===== src/rtl/regdump.sv =====
// -----------------------------------------------------------------------------
// regdump
//
// Streams a contiguous range of register-file entries (FIRST_REG..LAST_REG) out
// over a valid/ready interface, one register per request.
//
// The design fetches one register, then presents it until the consumer accepts
// it. That gives at most one word every two cycles. A dump is started by
// sampling start in IDLE. Requests that arrive while a dump is in progress are
// dropped, not queued.
//
// Ports
//   clk         in   1   single clock, all state changes on its rising edge
//   reset       in   1   asynchronous, active-high reset
//   start       in   1   request a dump (honoured only in IDLE)
//   ra          out  5   register-file read address (always the pointer)
//   rd          in  64   register-file read data, combinational from ra
//   dout_valid  out  1   dout_data/dout_idx hold a register value
//   dout_ready  in   1   consumer accepts the current word
//   dout_data   out 64   captured register value
//   dout_idx    out  5   register index belonging to dout_data
//   busy        out  1   high whenever the FSM is not in IDLE
//   done        out  1   one-cycle pulse after the last word is accepted
// -----------------------------------------------------------------------------
module regdump #(
    parameter int FIRST_REG = 0,
    parameter int LAST_REG  = 30
) (
    input  logic        clk,
    input  logic        reset,
    input  logic        start,
    output logic [4:0]  ra,
    input  logic [63:0] rd,
    output logic        dout_valid,
    input  logic        dout_ready,
    output logic [63:0] dout_data,
    output logic [4:0]  dout_idx,
    output logic        busy,
    output logic        done
);

    localparam logic [4:0] FIRST_P = 5'(FIRST_REG);
    localparam logic [4:0] LAST_P  = 5'(LAST_REG);

    typedef enum logic [1:0] {
        IDLE  = 2'd0,
        FETCH = 2'd1,
        SEND  = 2'd2,
        DONE  = 2'd3
    } state_t;

    state_t      state_q, state_d;
    logic [4:0]  ptr_q,   ptr_d;
    logic [63:0] data_q,  data_d;
    logic [4:0]  idx_q,   idx_d;
    logic        valid_q, valid_d;
    logic        busy_q,  busy_d;
    logic        done_q,  done_d;

    // Status outputs are registered. Each flag is set on the transition into
    // the state it describes, so it exactly tracks state_q without any
    // decode logic on the output path.
    always_comb begin
        state_d = state_q;
        ptr_d   = ptr_q;
        data_d  = data_q;
        idx_d   = idx_q;
        valid_d = valid_q;
        busy_d  = busy_q;
        done_d  = done_q;

        unique case (state_q)
            IDLE: begin
                if (start) begin
                    ptr_d   = FIRST_P;
                    state_d = FETCH;
                    busy_d  = 1'b1;
                end
            end

            // rd is only ever captured here. Later changes in the register
            // file cannot disturb a word that is already on offer.
            FETCH: begin
                data_d  = rd;
                idx_d   = ptr_q;
                state_d = SEND;
                valid_d = 1'b1;
            end

            SEND: begin
                if (dout_ready) begin
                    valid_d = 1'b0;
                    if (ptr_q == LAST_P) begin
                        // The pointer stays parked on the last index.
                        // It never wraps to 0 inside a dump.
                        state_d = DONE;
                        done_d  = 1'b1;
                    end else begin
                        ptr_d   = ptr_q + 5'd1;
                        state_d = FETCH;
                    end
                end
            end

            // A start seen in this cycle is deliberately dropped. A new dump
            // needs start to be present while the FSM is back in IDLE.
            DONE: begin
                done_d  = 1'b0;
                busy_d  = 1'b0;
                state_d = IDLE;
            end

            default: begin
                state_d = IDLE;
                valid_d = 1'b0;
                busy_d  = 1'b0;
                done_d  = 1'b0;
            end
        endcase
    end

    // The captured data is also cleared on reset. A dump aborted by reset
    // then leaves nothing stale on dout_data/dout_idx.
    always_ff @(posedge clk or posedge reset) begin
        if (reset) begin
            state_q <= IDLE;
            ptr_q   <= 5'd0;
            data_q  <= 64'd0;
            idx_q   <= 5'd0;
            valid_q <= 1'b0;
            busy_q  <= 1'b0;
            done_q  <= 1'b0;
        end else begin
            state_q <= state_d;
            ptr_q   <= ptr_d;
            data_q  <= data_d;
            idx_q   <= idx_d;
            valid_q <= valid_d;
            busy_q  <= busy_d;
            done_q  <= done_d;
        end
    end

    assign ra         = ptr_q;
    assign dout_valid = valid_q;
    assign dout_data  = data_q;
    assign dout_idx   = idx_q;
    assign busy       = busy_q;
    assign done       = done_q;

endmodule


===== config.mk =====
export PLATFORM = sky130hd
export DESIGN_NAME = regdump
export DESIGN_NICKNAME = d
export VERILOG_FILES = /design/src/rtl/regdump.sv
export SDC_FILE = /design/constraint.sdc
export NUM_CORES = 1
export LEC_CHECK = 0
export CORE_AREA = 3 3 85 95
export DETAILED_ROUTE_END_ITERATION = 10
export DIE_AREA = 0 0 88 98
export GPL_TIMING_DRIVEN = 0
export PLACE_DENSITY = 0.83
export SYNTH_ARGS = -nofsm -noshare
export SYNTH_HDL_FRONTEND = slang
export SYNTH_SLANG_ARGS = --single-unit
export TNS_END_PERCENT = 5

===== constraint.sdc =====
create_clock -name clk -period 5.2 [get_ports clk]
set_clock_uncertainty 0.1 [all_clocks]
set_input_delay 1.04 -clock clk [delete_from_list [all_inputs] [get_ports clk]]
set_output_delay 1.04 -clock clk [all_outputs]
set_load 0.01 [all_outputs]

# ---- Word level (Yosys, flattened, before mapping)
# Index checks and enable logic that the tools add are counted.
dict set report op_classes {
  bitwise_logic 0
  n_reduce_logical 10
  addsub 1
  magnitude_cmp 0
  mux 15
  eq_ne 8
  n_shift 0
  mul 0
  div_mod_pow 0
}
# cell n
set op_table {}
lappend op_table {{$mux W5} 3}
lappend op_table {{$pmux W5 S2} 1}
lappend op_table {{$ne A2 B2 Y1 const B} 4}
lappend op_table {{$pmux W2 S4} 1}
lappend op_table {{$reduce_bool A2 Y1} 4}
lappend op_table {{$mux W2} 3}
lappend op_table {{$pmux W1 S2} 3}
lappend op_table {{$reduce_and A2 Y1} 3}
lappend op_table {{$add A5 B1 Y5 const B} 1}
lappend op_table {{$eq A5 B5 Y1 const B} 1}
lappend op_table {{$eq A2 B2 Y1 const B} 2}
lappend op_table {{$mux W1} 4}
lappend op_table {{$reduce_and A4 Y1} 1}
lappend op_table {{$reduce_and A3 Y1} 1}
lappend op_table {{$eq A2 B1 Y1 const B} 1}
lappend op_table {{$logic_not A2 Y1} 1}
dict set report word_totals {
  n_memories 0
  ram_bits 0
  input_bits 68
  reg_bits 79
  romBits 0
  latch_bits 0
}

# ---- Longest topological paths before layout
# Gate-level depths: netlist of the first run.
dict set report depth {
  word_depth 4
  mapped_depth 5
  mapped_depth_nobuf 5
}

# ---- Worst setup path after synthesis of the first run
# No wires, ideal clock.
dict set report synth_path {
  path_type {in2reg}
  startpoint {in dout_ready}
  endpoint {reg ptr_q[0], in the netlist ra[0]}
  cell_stages 3
  required_time_ns 5.021
  setup_slack_ns 3.341
  path_buffers 0
  setup_ns 0.079
  arrival_ns 1.679
  path_cell_list {mux2i_1 or4_4 mux2i_1}
}
dict set report synth_between {
  elab_chain_cells 2
}
# element line
set synth_rtl {}
lappend synth_rtl {{start: declaration} 35} ;# input logic dout_ready,
lappend synth_rtl {{$ne A2 B2 Y1 (no source line)} --}
lappend synth_rtl {{$reduce_and A4 Y1 (no source line)} --}
lappend synth_rtl {{end signal: assignment} 135} ;# ptr_q <= ptr_d;
lappend synth_rtl {{end: declaration} 53} ;# logic [4:0] ptr_q, ptr_d;
# No other way between the ends.
# A chain may end at the register's enable or synchronous reset.

# ---- Final worst setup path of the first run
dict set report layout_path {
  startpoint {reg ptr_q[2], in the netlist ra[2]}
  endpoint {out ra[2]}
}
# element line
set layout_lines {}
lappend layout_lines {{end: declaration} 32} ;# output logic [4:0] ra,
# No word-level cell between the ends.

==> summary.md, run 1 <==
| Metric | Value |
|---|---|
| Cell at the root of the clock tree | `clkbuf_8` |
| Worst-Skew Late Latency | `0.33 ns` |
| Max-cap violation count | `0` |
| Register area | `0.00198 mm^2` |
| Run status | `complete, no violations` |
| # hold bufs at CTS | `0` |
| Post-Route Setup TNS | `0 ns` |
| Area fraction of the dominant cell type after synthesis | `62.8%` |
| Synthesized netlist cell count | `199` |
| Main synth FF type | `dfrtp_1` |
| Via count normalized by instance count | `5.03` |
| Placement Cell Area | `0.00472 mm^2` |
| Clock-pin slew reported for the worst setup and hold paths after clock tree synthesis | `0.08 ns` |
| Initial core utilization | `44.4%` |
| Fraction of final layout cells with drive strength greater than 1 | `28.1%` |
| Overall power consumption | `0.00297 W` |
| Maximum VDD drop | `0.341 mV` |
| Time the final worst path needs with I/O delays and setup | `2.53 ns` |
| Post-synthesis sequential area ratio | `62.8%` |
| Number of synthesis warnings | `0` |
| Global-route wire length before repair | `12.0 mm` |
| Yosys cell types | `32` |
| Per-cell routed wire length | `17.1 um` |
| Syn Std Cell Area | `0.00315 mm^2` |
| H-tree lvl count | `3` |
| Via count of the first global-routing pass | `2387` |
| Max Freq | `396 MHz` |
| I/O pin count | `145` |
| Req. time, crit path | `4.06 ns` |
| Worst-path maximum fanout | `9` |
| Pin count of the biggest net entering global routing | `44` |
| Static leakage | `2.06 nW` |
| Library cell occupying the most area in the post-synthesis netlist | `dfrtp_1` |
| Port buffer count | `144` |
| Post-DP HPWL | `5.88 mm` |
| Total power divided by cell area | `601 mW/mm^2` |
| Number of DRC markers in iteration 0 | `48` |
| Sink Count | `79` |
| Std-Cell Rows | `32` |
| Overall track demand over capacity in global routing | `18.1%` |
| Total number of vias | `2237` |
| Routed Antenna Nets | `0` |
| Top cells by area in the synthesized netlist | `dfrtp_1 (63%), mux2_2 (25%), buf_6 (2.9%)` |
| Final number of hold-violating endpoints | `0` |
| Resized Gates After CTS | `0` |
| Total Wirelength | `7.60 mm` |
| Fillers | `531` |
| Nets | `425` |
| Critical-path cell list | `clkdlybuf4s50_1` |
| HP Class | `register to register` |
| Crit path kind | `register to output pin` |
| Floorplan die width | `88 um` |
| Area growth, synth to finish | `57.0%` |
| Fraction of registers with async set or reset after synthesis | `100%` |
| Master of the slowest instance on the critical path | `clkdlybuf4s50_1` |
| Routability Congestion | `0.833` |
| Final number of max-transition violations | `0` |
| Overflow left after global routing | `0` |
| Number of buffers and inverters on the critical path | `1` |
| Final standard cell utilization of the core | `69.7%` |
| Area of the multi-input gates | `0.00105 mm^2` |
| Kind of cell with the highest combined delay on the critical path | `buffers and inverters` |
| Iteration count of the initial detailed-routing pass | `4` |
| Remaining design rule violation count | `0` |
| Critical Path Max Stage Delay | `0.58 ns` |
| Slew margin rel. | `68.7%` |
| Actual slew at the worst max-slew pin | `0.469 ns` |
| RSZ-0062 raised after global routing | `no` |
| Portion of the clock cycle consumed by the worst path in the final layout | `48.6%` |
| Critical Path Start Type | `register` |
| Buffer depth of the longest clock path | `2` |
| Count of endpoints failing setup in the final report | `0` |
| Die extent in y | `98 um` |
| Die Area | `0.00862 mm^2` |
| WHS | `0.405 ns` |
| Top library cells by usage in the layout, fill and taps aside | `clkdlybuf4s50_1 (144), dfrtp_1 (79), mux2_2 (70)` |
| Number of enable flip-flop cells after synthesis | `0` |
| Buffer count from post-CTS setup fixing | `0` |
| Flops & latches, synth | `79` |
| Post-route design area | `0.00494 mm^2` |
| Arrival time at the worst endpoint | `1.39 ns` |
| TritonCTS clock tree | `yes` |
| CP Capture Type | `output pin` |
| Number of antenna violations at the first check in global routing | `0` |
| Placeable Area | `0.00709 mm^2` |
| Post-Synthesis Net Count | `269` |
| Clock buffer count from CTS | `9` |
| Count of antenna diodes in the layout | `0` |
| Most common cell after layout, fill and taps aside | `clkdlybuf4s50_1` |
| Synthesized area per cell | `15.8 um^2` |
==> registers in the layout, indices dropped and copies added (netlist names) <==
name,count
done,1
state_q,2
dout_valid,1
ra,5
busy,1
dout_idx,5
dout_data,64
==> per-layer routing <==
metal,vias up,GRT usage [%],routed length [um]
met1,1108,21.0,2860
met5,-,0,0
met4,0,6.97,108
met2,88,31.7,4120
met3,10,4.47,515
li1,1031,-,-
==> per-stage QoR <==
stage | instances | worst slack [ns]
after global routing | 445 | 2.61
after CTS | 445 | 2.65
after floorplan | 199 | 2.04
final | 445 | 2.67
after global placement | 428 | 0.807
after detailed placement | 429 | 2.64
==> Yosys cell counts, types with 2 or more instances <==
cell	count
a31oi_1	2
nor2_1	2
buf_6	8
dfrtp_1	79
a211oi_1	2
a21oi_1	4
and4b_1	2
ha_1	2
mux2i_1	2
inv_1	5
mux2_2	70
==> power by group <==
| part | switching, W | internal, W |
|---|---|---|
| clock | 0.000216 | 0.000284 |
| sequential | 0.000160 | 0.000908 |
| combinational | 0.000512 | 0.000892 |
| total | 0.000888 | 0.00208 |
==> cell type report <==
class                      count  area share (%)
buffer                        10            2.05
clock buffer                  11            2.86
clock inverter                 5            1.65
inverter                       6           0.506
multi-input combinational    104            21.2
sequential                    79            40.0
tap                           85            2.15
timing repair buffer         145            29.6
==> final timing paths <==
check                           depth (start not counted)             to           from  slack (ns)
min in group asynchronous                               2  dout_data[22]          reset        0.98
max in group asynchronous                               3  dout_data[61]          reset        3.43
worst max-delay path                                    1          ra[2]          ra[2]        2.67
worst max register to register                          5          ra[0]          ra[0]        3.35
worst min register to register                          1  dout_data[11]  dout_data[11]        0.40
worst min-delay path                                    1  dout_data[11]  dout_data[11]        0.40
==> kinds of logic after synthesis <==
group                    Yosys count  share of synthesized area, %
multiplexers                      72                          25.7
adder cells (fa/ha/maj)            2                         0.795
flip-flops                        79                          62.8
AND/OR/NAND/NOR                   14                          3.26
AO/OA/AOI/OAI                     16                          3.54
buffers and inverters             16                          3.93
Note: power is estimated with default switching activity, not from simulation.
==> run 2: changes to the inputs <==
--- a/config.mk
+++ b/config.mk
@@ -5,11 +5,11 @@
 export SDC_FILE = /design/constraint.sdc
 export NUM_CORES = 1
 export LEC_CHECK = 0
-export CORE_AREA = 3 3 85 95
+export CORE_AREA = 3 3 92 103
 export DETAILED_ROUTE_END_ITERATION = 10
-export DIE_AREA = 0 0 88 98
+export DIE_AREA = 0 0 95 106
 export GPL_TIMING_DRIVEN = 0
-export PLACE_DENSITY = 0.83
+export PLACE_DENSITY = 0.75
 export SYNTH_ARGS = -nofsm -noshare
 export SYNTH_HDL_FRONTEND = slang
 export SYNTH_SLANG_ARGS = --single-unit
==> constraint.sdc (replaced) <==
create_clock -name clk -period 2.19 [get_ports clk]
set_clock_uncertainty 0.1 [all_clocks]
set_input_delay 0.438 -clock clk [delete_from_list [all_inputs] [get_ports clk]]
set_output_delay 0.438 -clock clk [all_outputs]
set_load 0.01 [all_outputs]
==> run 2 against run 1 <==
Compared with the run above:
- combinational power grew 140%
- sequential share of layout area about the same
- critical path depth did not move
- sequential power rose by 140%
- non-clock buffer count grew 1
- routed wire length fell by 3.1%
- worst hold slack worse by 0.089 ns
- critical path type unchanged
- worst setup slack worse by 2.4 ns
- critical endpoint is now ra[4]
- design area barely moved
==> summary.md, run 2 (synthesis gave the netlist of run 1 again) <==
| Metric | Value |
|---|---|
| # hold bufs at CTS | `0 (unchanged)` |
| Actual slew at the worst max-slew pin | `0.423 ns (-0.0459 ns)` |
| Final number of max-transition violations | `0 (unchanged)` |
| Overflow left after global routing | `0 (unchanged)` |
| Pin count of the biggest net entering global routing | `39 (-11%)` |
| Final standard cell utilization of the core | `58.4% (-11 points)` |
| Reg2Reg Capture Point | `ra[1]` |
| Final number of hold-violating endpoints | `0 (unchanged)` |
| Via count normalized by instance count | `4.73 (-5.8%)` |
| Floorplan die width | `95 um (+8.0%)` |
| Global-route wire length before repair | `11.4 mm (-5.0%)` |
| Worst-case register-to-register setup slack | `0.36 ns (-2.99 ns)` |
| Routability Congestion | `0.825 (-1.0%)` |
| Critical Path Max Stage Delay | `0.59 ns (about the same)` |
| Most common cell after layout, fill and taps aside | `clkdlybuf4s50_1` |
| Routed Antenna Nets | `0 (unchanged)` |
| Fraction of final layout cells with drive strength greater than 1 | `28.0% (-0.078 points)` |
| Static leakage | `2.03 nW (-1.6%)` |
| Count of endpoints failing setup in the final report | `0 (unchanged)` |
| Placement Cell Area | `0.00477 mm^2 (+1.1%)` |
| Iteration count of the initial detailed-routing pass | `4 (unchanged)` |
| Overall track demand over capacity in global routing | `14.8% (-3.3 points)` |
| Switching fraction of total power | `30.6% (+0.73 points)` |
| Worst-path maximum fanout | `7 (-2)` |
| Register-to-Register Path Depth | `5 (unchanged)` |
| P_sw | `0.00207 W (+130%)` |
| Cell at the root of the clock tree | `clkbuf_8` |
| Time the final worst path needs with I/O delays and setup | `1.93 ns` |
| Critical-path cell list | `clkdlybuf4s50_1` |
| Initial core utilization | `37.2% (-7.2 points)` |
| Total number of vias | `2234 (-0.13%)` |
| I/O pin count | `145 (unchanged)` |
| Kind of cell with the highest combined delay on the critical path | `buffers and inverters` |
| Number of DRC markers in iteration 0 | `46 (-4.2%)` |
| Run status | `complete, no violations` |
| Count of antenna diodes in the layout | `0 (unchanged)` |
| Slew margin rel. | `71.0% (+2.3 points)` |
| Max-cap violation count | `0 (unchanged)` |
| Per-cell routed wire length | `15.6 um (-8.7%)` |
| Resized Gates After CTS | `0 (unchanged)` |
| Critical Path Start Type | `register` |
| TritonCTS clock tree | `yes` |
| Placeable Area | `0.00845 mm^2 (+19%)` |
| Worst-Skew Late Latency | `0.33 ns (about the same)` |
| Portion of the clock cycle consumed by the worst path in the final layout | `88.1%` |
| Total power divided by cell area | `1370 mW/mm^2 (+130%)` |
| Post-route design area | `0.00494 mm^2 (about the same)` |
| Critical path launch point | `ra[4]` |
| Clock-pin slew reported for the worst setup and hold paths after clock tree synthesis | `0.08 ns (about the same)` |
| Buffer depth of the longest clock path | `2 (unchanged)` |
| Nets | `426 (+0.24%)` |
| Clk network pwr share | `13.5% (-3.3 points)` |
| HP Class | `primary input to asynchronous set/reset pin` |
| Arrival time at the worst endpoint | `1.39 ns (about the same)` |
| Number of antenna violations at the first check in global routing | `0 (unchanged)` |
| Internal power | `0.00469 W (+120%)` |
| RSZ-0062 raised after global routing | `no` |
| Stages on the worst setup path | `1 (unchanged)` |
| Via count of the first global-routing pass | `2339 (-2.0%)` |
| Sink Count | `79 (unchanged)` |
| Top library cells by usage in the layout, fill and taps aside | `clkdlybuf4s50_1 (144), dfrtp_1 (79), mux2_2 (70)` |
| Post-DP HPWL | `5.58 mm (-5.2%)` |
| Sequential cell fraction of total power | `37.5% (+1.6 points)` |
| Clock buffer count from CTS | `9 (unchanged)` |
| H-tree lvl count | `3 (unchanged)` |
| Total Wirelength | `7.36 mm (-3.1%)` |
| Post-Route Setup TNS | `0 ns (unchanged)` |
| Largest register FFs | `64 (unchanged)` |
| Launch instance of the worst register-to-register path | `ra[0]` |
| Master of the slowest instance on the critical path | `clkdlybuf4s50_1` |
| Port buffer count | `144 (unchanged)` |
| Std-Cell Rows | `35 (+9.4%)` |
| Max Freq | `519 MHz` |
| CP Capture Type | `output pin` |
| Remaining design rule violation count | `0 (unchanged)` |
| End of the critical path | `ra[4]` |
| Crit path kind | `register to output pin` |
| Die extent in y | `106 um (+8.2%)` |
| Maximum VDD drop | `0.642 mV (+88%)` |
| Number of buffers and inverters on the critical path | `1 (unchanged)` |
| Area growth, synth to finish | `56.9% (about the same)` |
| Req. time, crit path | `1.65 ns (-2.41 ns)` |
| Die Area | `0.0101 mm^2 (+17%)` |
| Buffer count from post-CTS setup fixing | `0 (unchanged)` |
| Part of the total power dissipated in combinational logic | `49.0% (+1.8 points)` |
## run 2: how the worst min path moves through the flow
stage	end	slack, ns	from
CTS	dout_data[30]	0.30	reset
global route	dout_data[61]	0.32	reset
global placement	dout_data[5]	0.39	dout_data[5]
finish	dout_data[30]	0.32	reset
detailed placement	dout_data[39]	0.39	dout_data[39]
floorplan	busy	0.44	busy
## run 2: layer usage
layer / part of all wire (%) / GRT usage (%) / up-vias / wire (um)
met2: 49 / 24.7 / 95 / 3640
met3: 8.7 / 5.10 / 12 / 643
met1: 40 / 16.8 / 1099 / 2940
li1: - / - / 1028 / -
met5: 0 / 0 / - / 0
met4: 1.9 / 6.91 / 0 / 141
## run 2: area by class of cell
| type | instances | area (um^2) |
|---|---|---|
| clock buffers | 11 | 131 |
| plain buffers | 10 | 101 |
| flip-flops and latches | 79 | 1980 |
| repair buffers | 146 | 1480 |
| clock inverters | 5 | 35.0 |
| multi-input cells | 104 | 1050 |
| inverters | 6 | 26.3 |
| well taps | 111 | 139 |
| fillers | 689 | 3510 |
## run 2: power by group through the flow
stage               clock network, W  registers [W]  logic, W
finish                      0.000910        0.00254   0.00331
global route                 0.00104        0.00262   0.00353
CTS                         0.000962        0.00255   0.00336
detailed placement                 0        0.00258   0.00335
global placement                   0        0.00253   0.00329
floorplan                          0        0.00286   0.00127
## run 2: stage by stage
stage	std cells	power, W	setup WS, ns	hold slack [ns]
2_1_floorplan	199	0.00413	0.463	0.439
3_3_place_gp	454	0.00583	-0.152	0.387
3_5_place_dp	456	0.00593	0.240	0.394
4_1_cts	472	0.00687	0.231	0.302
5_1_grt	472	0.00719	0.159	0.315
6_report	472	0.00675	0.261	0.315
